==> src/rtl/vx_kernel_launcher.sv <==
// Launch sequencer for Vortex_axi: holds the GPU in reset, programs the startup DCRs,
// releases the GPU, then waits for busy to rise and fall (or a run limit) and reports the run length.
module vx_kernel_launcher #(
  parameter int DCR_ADDR_WIDTH = 12,
  parameter int DCR_DATA_WIDTH = 32,
  parameter int RST_CYCLES     = 4,
  parameter int CNT_WIDTH      = 32
) (
  input  logic                      clk,
  input  logic                      reset,
  input  logic                      start,
  input  logic [63:0]               startup_addr,
  input  logic [63:0]               startup_arg,
  input  logic [CNT_WIDTH-1:0]      timeout_cycles,
  output logic                      ready,
  output logic                      gpu_reset,
  output logic                      dcr_wr_valid,
  output logic [DCR_ADDR_WIDTH-1:0] dcr_wr_addr,
  output logic [DCR_DATA_WIDTH-1:0] dcr_wr_data,
  input  logic                      busy,
  output logic                      done,
  output logic                      timed_out,
  output logic [CNT_WIDTH-1:0]      cycle_count,
  output logic [2:0]                fsm_state
);

  typedef enum logic [2:0] {
    S_IDLE    = 3'd0,
    S_HOLD    = 3'd1,
    S_WR      = 3'd2,
    S_GAP     = 3'd3,
    S_WAIT_HI = 3'd4,
    S_WAIT_LO = 3'd5
  } state_t;

  localparam int HW = (RST_CYCLES > 1) ? $clog2(RST_CYCLES) : 1;

  state_t                state_q, state_d;
  logic [HW-1:0]         hold_cnt;
  logic [2:0]            wr_idx;
  logic [63:0]           addr_q, arg_q;
  logic [CNT_WIDTH-1:0]  timeout_q, count_q;
  logic                  done_q, to_q;
  logic                  accept, waiting, limit_hit, fin_done, fin_to;
  logic [31:0]           wr_word;

  // ready stays low through the pulse cycle so a new launch cannot overlap the report
  assign ready     = (state_q == S_IDLE) && !done_q && !to_q;
  assign accept    = ready && start;
  assign waiting   = (state_q == S_WAIT_HI) || (state_q == S_WAIT_LO);
  assign limit_hit = (timeout_q != '0) && (count_q == timeout_q);
  assign fin_done  = (state_q == S_WAIT_LO) && !busy;
  assign fin_to    = waiting && limit_hit && !fin_done;

  always_ff @(posedge clk) begin
    if (!reset) state_q <= S_IDLE;
    else        state_q <= state_d;
  end

  always_comb begin
    state_d = state_q;
    case (state_q)
      S_IDLE:    if (accept) state_d = S_HOLD;
      S_HOLD:    if (hold_cnt == HW'(RST_CYCLES - 1)) state_d = S_WR;
      S_WR:      state_d = S_GAP;
      S_GAP:     state_d = (wr_idx == 3'd4) ? S_WAIT_HI : S_WR;
      S_WAIT_HI: if (fin_to) state_d = S_IDLE;
                 else if (busy) state_d = S_WAIT_LO;
      S_WAIT_LO: if (fin_done || fin_to) state_d = S_IDLE;
      default:   state_d = S_IDLE;
    endcase
  end

  always_ff @(posedge clk) begin
    if (!reset) begin
      hold_cnt  <= '0;
      wr_idx    <= '0;
      addr_q    <= '0;
      arg_q     <= '0;
      timeout_q <= '0;
      count_q   <= '0;
      done_q    <= 1'b0;
      to_q      <= 1'b0;
    end else begin
      done_q <= fin_done;
      to_q   <= fin_to;
      if (accept) begin
        addr_q    <= startup_addr;
        arg_q     <= startup_arg;
        timeout_q <= timeout_cycles;
        count_q   <= '0;
        hold_cnt  <= '0;
        wr_idx    <= '0;
      end
      if (state_q == S_HOLD) hold_cnt <= hold_cnt + 1'b1;
      if (state_q == S_GAP && wr_idx != 3'd4) wr_idx <= wr_idx + 3'd1;
      // the terminating edge does not count, so the result reads as the run length
      if (waiting && !fin_done && !fin_to && count_q != '1) count_q <= count_q + 1'b1;
    end
  end

  always_comb begin
    wr_word = 32'h0;
    case (wr_idx)
      3'd0:    wr_word = addr_q[31:0];
      3'd1:    wr_word = addr_q[63:32];
      3'd2:    wr_word = arg_q[31:0];
      3'd3:    wr_word = arg_q[63:32];
      default: wr_word = 32'h0;
    endcase
  end

  assign gpu_reset    = !waiting;
  assign dcr_wr_valid = (state_q == S_WR);
  assign dcr_wr_addr  = (state_q == S_WR || state_q == S_GAP)
                        ? DCR_ADDR_WIDTH'(wr_idx) + DCR_ADDR_WIDTH'(1) : '0;
  assign dcr_wr_data  = (state_q == S_WR || state_q == S_GAP) ? DCR_DATA_WIDTH'(wr_word) : '0;
  assign done         = done_q;
  assign timed_out    = to_q;
  assign cycle_count  = count_q;
  assign fsm_state    = state_q;

endmodule
==> config.mk <==
export PLATFORM = sky130hd
export DESIGN_NAME = vx_kernel_launcher
export DESIGN_NICKNAME = d
export VERILOG_FILES = /design/src/rtl/vx_kernel_launcher.sv
export SDC_FILE = /design/constraint.sdc
export NUM_CORES = 1
export LEC_CHECK = 0
export ABC_AREA = 1
export CAP_MARGIN = 30
export CORE_MARGIN = 4
export CORE_UTILIZATION = 60
export CTS_CLUSTER_SIZE = 12
export DETAILED_ROUTE_END_ITERATION = 10
export DONT_BUFFER_PORTS = 1
export PLACE_DENSITY = 0.84
export SYNTH_ARGS = -nofsm -noshare
export SYNTH_HDL_FRONTEND = slang
export SYNTH_SLANG_ARGS = --single-unit
export TNS_END_PERCENT = 30
==> constraint.sdc <==
create_clock -name clk -period 5.9 [get_ports clk]
set_input_delay 1.475 -clock clk [delete_from_list [all_inputs] [get_ports clk]]
set_output_delay 1.475 -clock clk [all_outputs]
set_load 0.1 [all_outputs]
==> out/results.tsv <==
metric	value	unit
status	complete, no violations	
Synth Register Bits	202	
Post-Synthesis Cells	1401	
worst-margin pin slew	1.03	ns
share of cells above drive strength 1	0.140	
simple logic cell fraction of the synthesized area	0.279	
initial antenna violation count	4	
min Tclk post-route	4.41	ns
distinct cell type count after synthesis	35	
Crit path max-delay family	buffers and inverters	
Synth top area share	0.411	
GRT Resource Usage Total	0.301	
VDD IR-drop max	0.000440	V
Multi-input gate area	5100	sq um
clock slew at reported path FFs	0.06	ns
Initial Utilization	0.617	
adder-cell share of the synthesized area	0.00891	
Synth top cells by count	nor2_1 (388), dfxtp_1 (202), o21ai_0 (171), nand2_1 (143), inv_1 (87)	
max-cap violations	0	
combinational share of power	0.353	
die height	136	microns
final WL	29000	microns
Final Skew	0.0238	ns
fill count	1242	
Switching Fraction	0.397	
synthesized cell area	9830	sq um
Synth warnings	0	
Storage cell area	4040	sq um
nets@finish	1600	
Inserted Clock Buffers	22	
DIE AREA	18500	sq um
Main synth FF type	dfxtp_1	
slowest CP cell	a221oi_1	
RSZ-0062 raised after global routing	false	
TritonCTS clock tree	built	
GR Overflow Total	0	
fmax	227	MHz
power share of the sequential group	0.386	
setup TNS	0	ns
critical path depth in cells	8	
CORE AREA	15900	sq um
critical setup path kind	reg2out	
Switch Pwr	2.05	mW
Int Power	3.12	mW
mux cell area share after synthesis	0	
WP data arrival	2.93	ns
Max stage delay on crit path	0.44	ns
Final period util	0.747	
Mean Syn Cell Area	7.02	sq um
Synth Area in XOR/XNOR	0.0383	
HP Class	reg2reg	
most numerous cell in the Yosys netlist	nor2_1	
Crit. End Element	output port	
Slew Limit Fails	0	
DPL Wire Length	20300	microns
total power	5.17	mW
top cells by area, synth	dfxtp_1 (41%), nor2_1 (15%), o21ai_0 (8.7%)	
Worst Reg-to-Reg Cells	10	
Clock Root Buffer	clkbuf_16	
largest family of logic cells by synthesized area	simple AND/OR/NAND/NOR gates	
Area Overhead vs Synth	17.1	%
DRC	0	
worst-path fanout max	25	
Die Wd	136	microns
PD cells	449	nW/um^2
vias in the first global route	8800	
TritonCTS Sinks	202	
global placement routability congestion	0.932	
# Post-CTS Setup Buffers	0	
Compound-Gate Fraction of Synth Area	0.176	
first-pass GRT wire length	44900	microns
largest net degree at the start of global routing	169	
Worst R2R Setup Slack	2.67	ns
relative slew slack	0.315	
DR pass1 iterations	6	
Hold Fails Final Rpt	0	
clk_lat worst skew	0.52	ns
Cell Rows	46	
WHS Path Cells	1	
cell leakage power	4.66	nW
Top Ports	248	
via density per instance	5.78	
routed wire length per instance	17.5	microns
crit-path cells	inv_1 > ha_1 > nand2_1 > inv_1 > buf_4 > a221oi_1 > nor2_2 > buf_4	
endpoints failing setup	0	
EDFF count, synth	0	
sequential share of the synthesized area	0.411	
number of vias in the routed layout	9597	
port bufs	0	
crit path buf inv count	4	
crit start category	flip-flop	
post-CTS sizing	0	
antenna viol nets, final	0	
CP required	4.43	ns
Clock power frac	0.261	
H-tree levels	1	
asr flop ratio synth	0	
CTS Hold Bufs	0	
Clock Tree Buf Depth	3	
DR iter-0 viols	733	
largest area contributor in the netlist	dfxtp_1	
metal layers:
layer	track usage	share of wire	vias to the layer above
met1	0.378	0.39	4436
met5	0	0.00072	-
met4	0.106	0.037	4
li1	-	-	4636
met3	0.0796	0.096	85
met2	0.499	0.47	436
per-stage QoR:
stage | worst slack [ns] | utilization | std cells | instance area (sq um) | hold WS, ns
final | 1.49 | 0.722 | 1659 | 11500 | 0.465
after global routing | 1.37 | 0.722 | 1659 | 11500 | 0.495
after CTS | 1.30 | 0.717 | 1653 | 11400 | 0.465
after detailed placement | 1.85 | 0.672 | 1617 | 10700 | 0.456
after global placement | 1.93 | 0.646 | 1594 | 10300 | 0.452
after floorplan | 0.0794 | - | 1408 | 9870 | 0.433
worst register-to-register path, stage by stage (launching register included):
cell and delay, ns:
dfxtp_1 0.97, clkbuf_2 0.28, nor3_4 0.06, buf_2 0.19
nand2_4 0.39, buf_4 0.62, nand3_1 0.25, o21a_1 0.18
nand3_1 0.12, nor2_1 0.06, nor2_1 0.07
layout make-up:
class                           count  share of cell area
Clock inverter                      4             0.00608
Clock buffer                       32              0.0563
Sequential cell                   202               0.351
Timing Repair Buffer               94              0.0865
Inverter                          101              0.0331
Multi-Input combinational cell   1008               0.443
Antenna cell                        2            0.000435
Tap cell                          216              0.0235
cell families after synthesis:
logic type,count (synthesis)
adder cells (fa/ha/maj),7
AO/OA/AOI/OAI,295
other,1
flip-flops,202
XOR/XNOR,43
AND/OR/NAND/NOR,655
buffers and inverters,198
cells in the final DEF, fill, tap and decap left out, types with 5 or more instances in the layout:
cell type,count
clkbuf_16,22
o21ai_0,171
a221oi_1,33
conb_1,8
inv_2,10
nand2_2,13
nor2_2,38
xor2_1,23
nor3_1,17
a22o_1,32
ha_1,7
buf_16,13
nand3_1,56
a21oi_1,57
inv_1,87
dfxtp_1,202
buf_4,67
nor2_1,352
clkbuf_8,6
nand4_1,17
xnor2_1,20
nand2_1,141
nand3_2,5
final timing paths:
check | start | end
min | hold_cnt[0]$_SDFFE_PN0P_ | hold_cnt[0]$_SDFFE_PN0P_
max reg2reg | timed_out$_SDFF_PN0_ | fsm_state[2]$_SDFFE_PN0P_
min reg2reg | hold_cnt[0]$_SDFFE_PN0P_ | hold_cnt[0]$_SDFFE_PN0P_
max | wr_idx[0]$_SDFFE_PN0P_ | dcr_wr_data[27]
registers in the layout, summed over array words and instances (netlist names):
name and count:
wr_idx 3, cycle_count 32, timed_out 1, addr_q 64, arg_q 64, timeout_q 32
fsm_state 3, done 1, hold_cnt 2
power groups by stage:
stage	Sequential [mW]	Clock, mW	Combinational, mW
after CTS	1.99	1.37	1.79
after detailed placement	2.02	0	1.78
after global placement	2.03	0	1.65
final	2.00	1.35	1.82
after global routing	2.04	1.42	2.02
after floorplan	2.03	0	1.35
(Power assumes the default switching activity.)
